### src/rtl/demux_merge_if.sv
// Handshake bundle between the 1-to-2 demux legs, the merge block and its consumer.
// master drives the channel words and out_ready; slave is the merge block.
interface demux_merge_if #(
  parameter int WIDTH = 8
);
  logic             in0_valid;
  logic [WIDTH-1:0] in0_data;
  logic             in0_ready;
  logic             in1_valid;
  logic [WIDTH-1:0] in1_data;
  logic             in1_ready;
  logic             out_valid;
  logic [WIDTH-1:0] out_data;
  logic             out_ch;
  logic             out_ready;

  modport master (
    output in0_valid, in0_data,
    output in1_valid, in1_data,
    output out_ready,
    input  in0_ready, in1_ready,
    input  out_valid, out_data, out_ch
  );

  modport slave (
    input  in0_valid, in0_data,
    input  in1_valid, in1_data,
    input  out_ready,
    output in0_ready, in1_ready,
    output out_valid, out_data, out_ch
  );
endinterface

### src/rtl/demux_merge.sv
// Merges both demux legs through per-channel FIFOs and a registered output stage.
// Define MERGE_STRICT_PRIO_EN for fixed channel-0 priority instead of round-robin.
module demux_merge #(
  parameter int WIDTH = 8,
  parameter int DEPTH = 4
) (
  input  logic         clk,
  input  logic         rst_n,
  demux_merge_if.slave bus
);

  localparam int AW = $clog2(DEPTH);
  localparam int CW = AW + 1;

  logic [WIDTH-1:0] mem0 [DEPTH];
  logic [WIDTH-1:0] mem1 [DEPTH];

  logic [AW-1:0] wp0, rp0;
  logic [AW-1:0] wp1, rp1;
  logic [CW-1:0] cnt0, cnt1;

  logic             ov_q;
  logic [WIDTH-1:0] od_q;
  logic             och_q;

  logic full0, full1;
  logic empty0, empty1;
  logic push0, push1;
  logic pop0, pop1;
  logic load;
  logic gnt1;

  assign full0  = (cnt0 == CW'(DEPTH));
  assign full1  = (cnt1 == CW'(DEPTH));
  assign empty0 = (cnt0 == '0);
  assign empty1 = (cnt1 == '0);

  // Ready comes from the registered count only: a full FIFO
  // refuses a word even when it is being drained this cycle.
  assign push0 = bus.in0_valid && !full0;
  assign push1 = bus.in1_valid && !full1;

  assign load = !ov_q || bus.out_ready;

`ifdef MERGE_STRICT_PRIO_EN
  always_comb begin
    gnt1 = 1'b0;
    unique case (1'b1)
      !empty0: gnt1 = 1'b0;
      default: gnt1 = !empty1;
    endcase
  end
`else
  logic last_grant;

  always_comb begin
    gnt1 = 1'b0;
    unique case (1'b1)
      (empty0 && !empty1):  gnt1 = 1'b1;
      (!empty0 && empty1):  gnt1 = 1'b0;
      (!empty0 && !empty1): gnt1 = !last_grant;
      default:              gnt1 = 1'b0;
    endcase
  end

  always_ff @(posedge clk or negedge rst_n) begin
    if (!rst_n) begin
      last_grant <= 1'b1;
    end else if (pop0 || pop1) begin
      last_grant <= gnt1;
    end
  end
`endif

  assign pop0 = load && !empty0 && !gnt1;
  assign pop1 = load && !empty1 && gnt1;

  always_ff @(posedge clk) begin
    if (push0) mem0[wp0] <= bus.in0_data;
    if (push1) mem1[wp1] <= bus.in1_data;
  end

  always_ff @(posedge clk or negedge rst_n) begin
    if (!rst_n) begin
      wp0  <= '0;
      rp0  <= '0;
      cnt0 <= '0;
    end else begin
      if (push0) wp0 <= wp0 + AW'(1);
      if (pop0)  rp0 <= rp0 + AW'(1);
      cnt0 <= cnt0 + CW'(push0) - CW'(pop0);
    end
  end

  always_ff @(posedge clk or negedge rst_n) begin
    if (!rst_n) begin
      wp1  <= '0;
      rp1  <= '0;
      cnt1 <= '0;
    end else begin
      if (push1) wp1 <= wp1 + AW'(1);
      if (pop1)  rp1 <= rp1 + AW'(1);
      cnt1 <= cnt1 + CW'(push1) - CW'(pop1);
    end
  end

  // Data and channel tag hold their last value when the stage empties.
  always_ff @(posedge clk or negedge rst_n) begin
    if (!rst_n) begin
      ov_q  <= 1'b0;
      od_q  <= '0;
      och_q <= 1'b0;
    end else if (load) begin
      if (pop0 || pop1) begin
        ov_q  <= 1'b1;
        od_q  <= gnt1 ? mem1[rp1] : mem0[rp0];
        och_q <= gnt1;
      end else begin
        ov_q  <= 1'b0;
      end
    end
  end

  assign bus.in0_ready = !full0;
  assign bus.in1_ready = !full1;
  assign bus.out_valid = ov_q;
  assign bus.out_data  = od_q;
  assign bus.out_ch    = och_q;

endmodule
### src/flat_wrapper.sv
// flat-port wrapper written by rule: the top's interface ports become plain ports
module demux_merge_flat 
#(
  parameter int WIDTH = 8,
  parameter int DEPTH = 4
)
  (clk, rst_n, bus_in0_valid, bus_in0_data, bus_in1_valid, bus_in1_data, bus_out_ready, bus_in0_ready, bus_in1_ready, bus_out_valid, bus_out_data, bus_out_ch);
  demux_merge_if #(.WIDTH(WIDTH)) bus_i ();
  input  logic clk;
  input  logic rst_n;
  input wire logic [$bits(bus_i.in0_valid)-1:0] bus_in0_valid;
  input wire logic [$bits(bus_i.in0_data)-1:0] bus_in0_data;
  input wire logic [$bits(bus_i.in1_valid)-1:0] bus_in1_valid;
  input wire logic [$bits(bus_i.in1_data)-1:0] bus_in1_data;
  input wire logic [$bits(bus_i.out_ready)-1:0] bus_out_ready;
  output wire logic [$bits(bus_i.in0_ready)-1:0] bus_in0_ready;
  output wire logic [$bits(bus_i.in1_ready)-1:0] bus_in1_ready;
  output wire logic [$bits(bus_i.out_valid)-1:0] bus_out_valid;
  output wire logic [$bits(bus_i.out_data)-1:0] bus_out_data;
  output wire logic [$bits(bus_i.out_ch)-1:0] bus_out_ch;
  assign bus_i.in0_valid = bus_in0_valid;
  assign bus_i.in0_data = bus_in0_data;
  assign bus_i.in1_valid = bus_in1_valid;
  assign bus_i.in1_data = bus_in1_data;
  assign bus_i.out_ready = bus_out_ready;
  assign bus_in0_ready = bus_i.in0_ready;
  assign bus_in1_ready = bus_i.in1_ready;
  assign bus_out_valid = bus_i.out_valid;
  assign bus_out_data = bus_i.out_data;
  assign bus_out_ch = bus_i.out_ch;
  demux_merge #(.WIDTH(WIDTH), .DEPTH(DEPTH)) u_core (.clk(clk), .rst_n(rst_n), .bus(bus_i));
endmodule
### config.mk
export PLATFORM = sky130hd
export DESIGN_NAME = demux_merge_flat
export DESIGN_NICKNAME = d
export VERILOG_FILES = /design/src/rtl/demux_merge_if.sv /design/src/rtl/demux_merge.sv /design/src/flat_wrapper.sv
export SDC_FILE = /design/constraint.sdc
export NUM_CORES = 1
export LEC_CHECK = 0
export CAP_MARGIN = 25
export CELL_PAD_IN_SITES_DETAIL_PLACEMENT = 2
export CELL_PAD_IN_SITES_GLOBAL_PLACEMENT = 2
export CORE_UTILIZATION = 43
export CTS_CLUSTER_SIZE = 16
export DETAILED_ROUTE_END_ITERATION = 8
export PLACE_DENSITY_LB_ADDON = 0.1
export SYNTH_ARGS = -nofsm -noshare
export SYNTH_HDL_FRONTEND = slang
export SYNTH_SLANG_ARGS = --single-unit
export TNS_END_PERCENT = 1
### constraint.sdc
create_clock -name clk -period 3.22 [get_ports clk]
set_input_delay 0.322 -clock clk [delete_from_list [all_inputs] [get_ports clk]]
set_output_delay 0.322 -clock clk [all_outputs]
set_load 0.01 [all_outputs]
# After elaboration in Yosys (flattened, before gate mapping)
# Memories as Yosys holds them, arrays and structs flattened.
# Index checks and enable logic that the tools add are counted.
# word_totals
output_inout_bits	12
memories	2
word_cells	49
ff_bits	25
ramBits	64
# op_classes
reduce_logical	20
eq_ne	2
n_mux	7
add_sub_neg	8
# mem_list
memory	depth	word_bits	read_ports	rd_ports_with_merged_regs	wr	line_no	text
u_core.mem0	4	8	1	0	1	demux_merge.sv:15	logic [WIDTH-1:0] mem0 [DEPTH];
u_core.mem1	4	8	1	0	1	demux_merge.sv:16	logic [WIDTH-1:0] mem1 [DEPTH];
# ops
cell	count
adder 2 x 1 -> 2 bit, second input constant	4
logical AND 1 bit	8
2-to-1 mux 8 bit	1
zero test 1 bit	7
adder 3 x 1 -> 3 bit	2
== test 3 bit, second input constant	2
zero test 3 bit	2
subtractor 3 x 1 -> 3 bit	2
2-to-1 mux 1 bit	5
logical OR 1 bit	2
one-hot mux 1 bit (2 select lines)	1
AND reduction 2 bit	1

# Longest topological paths before layout
# logic_depth
word_depth	8
ltp_mapped	9
ltp_nobuf	8

# Worst setup path after synthesis
# OpenSTA, ideal clock, no wires.
# synth_path
kind	register to register
startpoint	register u_core.cnt0[1]
endpoint	register u_core.cnt0[2]
arrival_ns	2.234
slack_ns	0.863
path_stages_with_launch	10
n_path_buf	1
required_time_ns	3.097
path_cell_list	dfrtp_1 -> or3_4 -> a21o_1 -> buf_6 -> nor2b_4 -> ha_1 -> inv_1 -> ha_1 -> fa_1 -> xnor2_1
# synth_via
elab_chain_cells	7
word_cells_on_any_way	13
# synth_lines
element	line_no	text
from (decl)	demux_merge.sv:20	logic [CW-1:0] cnt0, cnt1;
from (signal assigned)	demux_merge.sv:91	cnt0 <= cnt0 + CW'(push0) - CW'(pop0);
zero test 3 bit *	demux_merge.sv:35	assign empty0 = (cnt0 == '0);
zero test 1 bit	-	
logical AND 1 bit	demux_merge.sv:61	(!empty0 && !empty1): gnt1 = !last_grant;
one-hot mux 1 bit (2 select lines)	demux_merge.sv:58	unique case (1'b1)
zero test 1 bit	demux_merge.sv:75	assign pop0 = load && !empty0 && !gnt1;
logical AND 1 bit *	demux_merge.sv:75	
net u_core.pop0	demux_merge.sv:29	logic pop0, pop1;
subtractor 3 x 1 -> 3 bit *	demux_merge.sv:91	
# Mark *: on every way through the listed nets, which the timed path passes. The rest lies on a longest branch.
# A chain may end at the register's enable or synchronous reset.

# Worst setup path in the final report
# layout_path
startpoint	register u_core.cnt1[2]
endpoint	register u_core.cnt0[1]
# layout_via
elab_chain_cells	7
word_cells_on_any_way	8
# layout_lines
element	line_no	text
from (decl)	demux_merge.sv:20	
from (signal assigned)	demux_merge.sv:103	cnt1 <= cnt1 + CW'(push1) - CW'(pop1);
zero test 3 bit *	demux_merge.sv:36	assign empty1 = (cnt1 == '0);
zero test 1 bit *	demux_merge.sv:59, demux_merge.sv:61	
logical AND 1 bit, on equally long branches	demux_merge.sv:61, demux_merge.sv:59	
one-hot mux 1 bit (2 select lines) *	demux_merge.sv:58	
zero test 1 bit *	demux_merge.sv:75	
logical AND 1 bit *	demux_merge.sv:75	
net u_core.pop0	demux_merge.sv:29	
subtractor 3 x 1 -> 3 bit *	demux_merge.sv:91	
# Marks and branches as above.

==> key figures <==
Power
  – Clk pwr share: 0.169
  – Peak VDD IR: 333 uV
  – Comb pwr share: 0.339
  – Net Sw Frac: 0.334
  – Internal power: 2.53 mW
  – Power Total: 3.80 mW
  – Leak Pwr: 1.56 nW
  – PD cells: 899 mW/mm2
  – Psw: 1.27 mW
  – Sequential power share: 0.493

Routing
  – Routed WL: 7690 um
  – Total vias in the final route: 1843
  – Vias per std cell: 5.28
  – Initial DRC Count: 87
  – WL/cell: 22.0 um
  – DRT antenna net count: 0
  – Detailed Routing Iterations Pass 1: 4
  – DRC: 0

Critical path
  – Slowest CP cell: a21o_1
  – Critical Path Stages: 7
  – R2R depth: 7
  – Crit-path cells: nor3_2 > a21o_1 > nor2b_4 > ha_1 > inv_1 > ha_1 > fa_1
  – Setup CP Type: flop to flop
  – CP Launch Type: flop
  – Crit path max-delay family: adder cells
  – Critical path arrival: 2820 ps
  – Worst Path Max Fanout: 10
  – Buf+Inv Stages, Crit Path: 1
  – Worst path most repeated cell: ha_1
  – Worst Path Required: 3440 ps
  – CP max stage delay: 490 ps
  – Kind of end point of the critical path: flop

Yosys
  – Synth Area in Compound Gates: 0.0241
  – Most used DFF post-synth: edfxtp_1
  – Sequential fraction of the synthesis area: 0.702
  – Synth Cell Area: 0.00363 mm2
  – Post-synthesis xor/xnor area fraction: 0.0241
  – Top-area cell type share of the netlist area: 0.529
  – Count of cell types in the netlist: 30
  – Async SR Flop Fraction: 0.281
  – Post-synth EDFFs: 64
  – Simple-gate area share of the yosys netlist: 0.0486
  – Synth top area cells: edfxtp_1 (53%), dfrtp_1 (17%), mux4_2 (9.9%), ha_1 (4.1%), mux2i_1 (2.2%)
  – Yosys warning count: 0
  – Synth Area in Adders: 0.0524
  – Post-synthesis instance total: 200
  – Flip-flop and latch count after synthesis: 89
  – Largest family of logic cells by synthesized area: multiplexers
  – Mux cell area share after synthesis: 0.127
  – Mean Syn Cell Area: 18.2 um2
  – Synth Net Count: 235
  – Synth area leader: edfxtp_1

Die
  – Die ar.: 0.00882 mm2
  – Height of the die: 93.9 um
  – Core area: 0.00818 mm2
  – Initial core utilization: 0.444
  – I/O pin total: 33
  – Die X: 93.9 um
  – Num rows: 33

Clock network
  – H-tree Lvls: 3
  – Hold buffers post-CTS: 0
  – Clock Pin Slew Worst Setup and Hold Paths: 90 ps
  – Max Root-Sink Buffers: 2
  – Post-CTS setup buffer count: 0
  – Clock sink count: 89
  – Gates resized, CTS repair: 0
  – Root Buffer: clkbuf_8
  – Clock tree from TritonCTS: built
  – Total CTS buffers: 9
  – Clock Latency Late Sink: 350 ps

Layout
  – Commonest non-fill, non-tap cell in the layout: edfxtp_1
  – Share of cells above drive strength 1: 0.156
  – Nets: 274
  – Final core occ: 0.516
  – N_diodes: 0
  – Final Non-Filler Cells: 349
  – Most frequent cells in the layout: edfxtp_1 (64), clkdlybuf4s50_1 (32), dfrtp_1 (24)
  – Filler cell count: 736
  – Final instance area: 0.00422 mm2
  – Area Growth Syn to Fin: 16.2%

Placement
  – Placer Congestion: 0.715
  – Pre-CTS setup slack: 618 ps
  – Placed cell area: 0.00407 mm2
  – Hpwl dp: 5680 um
  – Placed instance count: 333
  – IO buf count: 32

Flow run
  – Max_cap viols: 0

Global route
  – Vias in the first global route: 2107
  – GR Layer Usage met1: 0.251
  – GRT Total Usage: 0.201
  – GRT met2 Usage: 0.350
  – Met3 usage in global routing: 0.0316
  – First-pass GRT wire length: 12200 um
  – Busiest metal layer after global routing: met2
  – Global route overflow: 0
  – Largest net degree at the start of global routing: 26
  – Initial antenna violation count: 0

Timing
  – Min Clock Period, post-route: 2610 ps
  – RSZ-0062 raised after global routing: no
  – Max Fclk: 384 MHz
  – Final period util: 0.809
  – Final hold vios: 0
  – Finish-stage setup viols: 0
  – Final Slew Violations: 0
  – Fin Clk Skew: 13.1 ps
  – Setup TNS: 0 ps
  – Worst slew pin tran: 623 ps
  – Slew margin rel.: 0.585
  – Post-route setup slack: 614 ps
  – Fin Hold WS: 363 ps

Run status
  – Status: finished clean

Worst hold path
  – Hold Path Class: input pin to asynchronous set/reset pin
## layout make-up
cell class | instances | area [um2] | share of cell area
Clock inverter | 3 | 17.5 | 0.00415
Inverter | 12 | 45.0 | 0.0107
Tap cell | 105 | 131 | 0.0311
Multi-Input combinational cell | 93 | 1000 | 0.238
Clock buffer | 13 | 139 | 0.0329
Sequential cell | 89 | 2550 | 0.604
Timing Repair Buffer | 34 | 335 | 0.0794
## power by group through the flow
stage          Clock, mW  Combinational [mW]  Sequential [mW]
6_report           0.640                1.29             1.87
5_1_grt            0.703                1.42             1.92
4_1_cts            0.663                1.33             1.88
3_5_place_dp           0                1.31             1.91
3_3_place_gp           0                1.20             1.85
2_1_floorplan          0               0.961             1.74
## per-layer routing
layer  vias up  share of wire
met1       973           0.43
met2        34           0.53
li1        827              -
met3         9          0.023
met5         -              0
met4         0          0.014
## state kept, by name, summed over array words and instances, names as in the netlist
register              count
u_core.rp0                2
u_core.mem0              32
u_core.last_grant         1
u_core.bus.out_data       8
u_core.bus.out_valid      1
u_core.cnt0               3
u_core.cnt1               3
u_core.wp1                2
u_core.wp0                2
u_core.rp1                2
u_core.bus.out_ch         1
u_core.mem1              32
## Yosys cell counts, types with 2 or more instances
master    instances
and3_1            8
ha_1             12
dfrtp_1          24
buf_1             2
xnor2_1           6
a21o_1            3
mux2_2            2
and2_0            2
mux4_2           16
mux2i_1           8
fa_1              2
a21oi_1           9
edfxtp_1         64
nor2_1            8
nand3_1           3
inv_1            12
buf_2             3
xor2_1            4
## kinds of logic (layout without fill, tap and decap cells)
group | Yosys count | after routing
flops | 89 | 89
xor+xnor | 10 | 10
mux | 26 | 26
simple gates | 30 | 30
fa+ha+maj | 14 | 14
compound gates | 13 | 13
buf+inv | 18 | 62
## path summary, 6_finish.rpt
kind / startpoint / endpoint / slack (ps)
min in group clk: u_core.bus.out_ch$_DFFE_PN0P_ / u_core.bus.out_ch$_DFFE_PN0P_ / 510
worst min-delay path: rst_n / u_core.cnt0[2]$_DFF_PN0_ / 360
worst max register to register: u_core.cnt1[2]$_DFF_PN0_ / u_core.cnt0[1]$_DFF_PN0_ / 610
worst min register to register: u_core.bus.out_ch$_DFFE_PN0P_ / u_core.bus.out_ch$_DFFE_PN0P_ / 510
max in group asynchronous: rst_n / u_core.last_grant$_DFFE_PN1P_ / 2540
worst max-delay path: u_core.cnt1[2]$_DFF_PN0_ / u_core.cnt0[1]$_DFF_PN0_ / 610
Power figures use the tool's default switching activity.
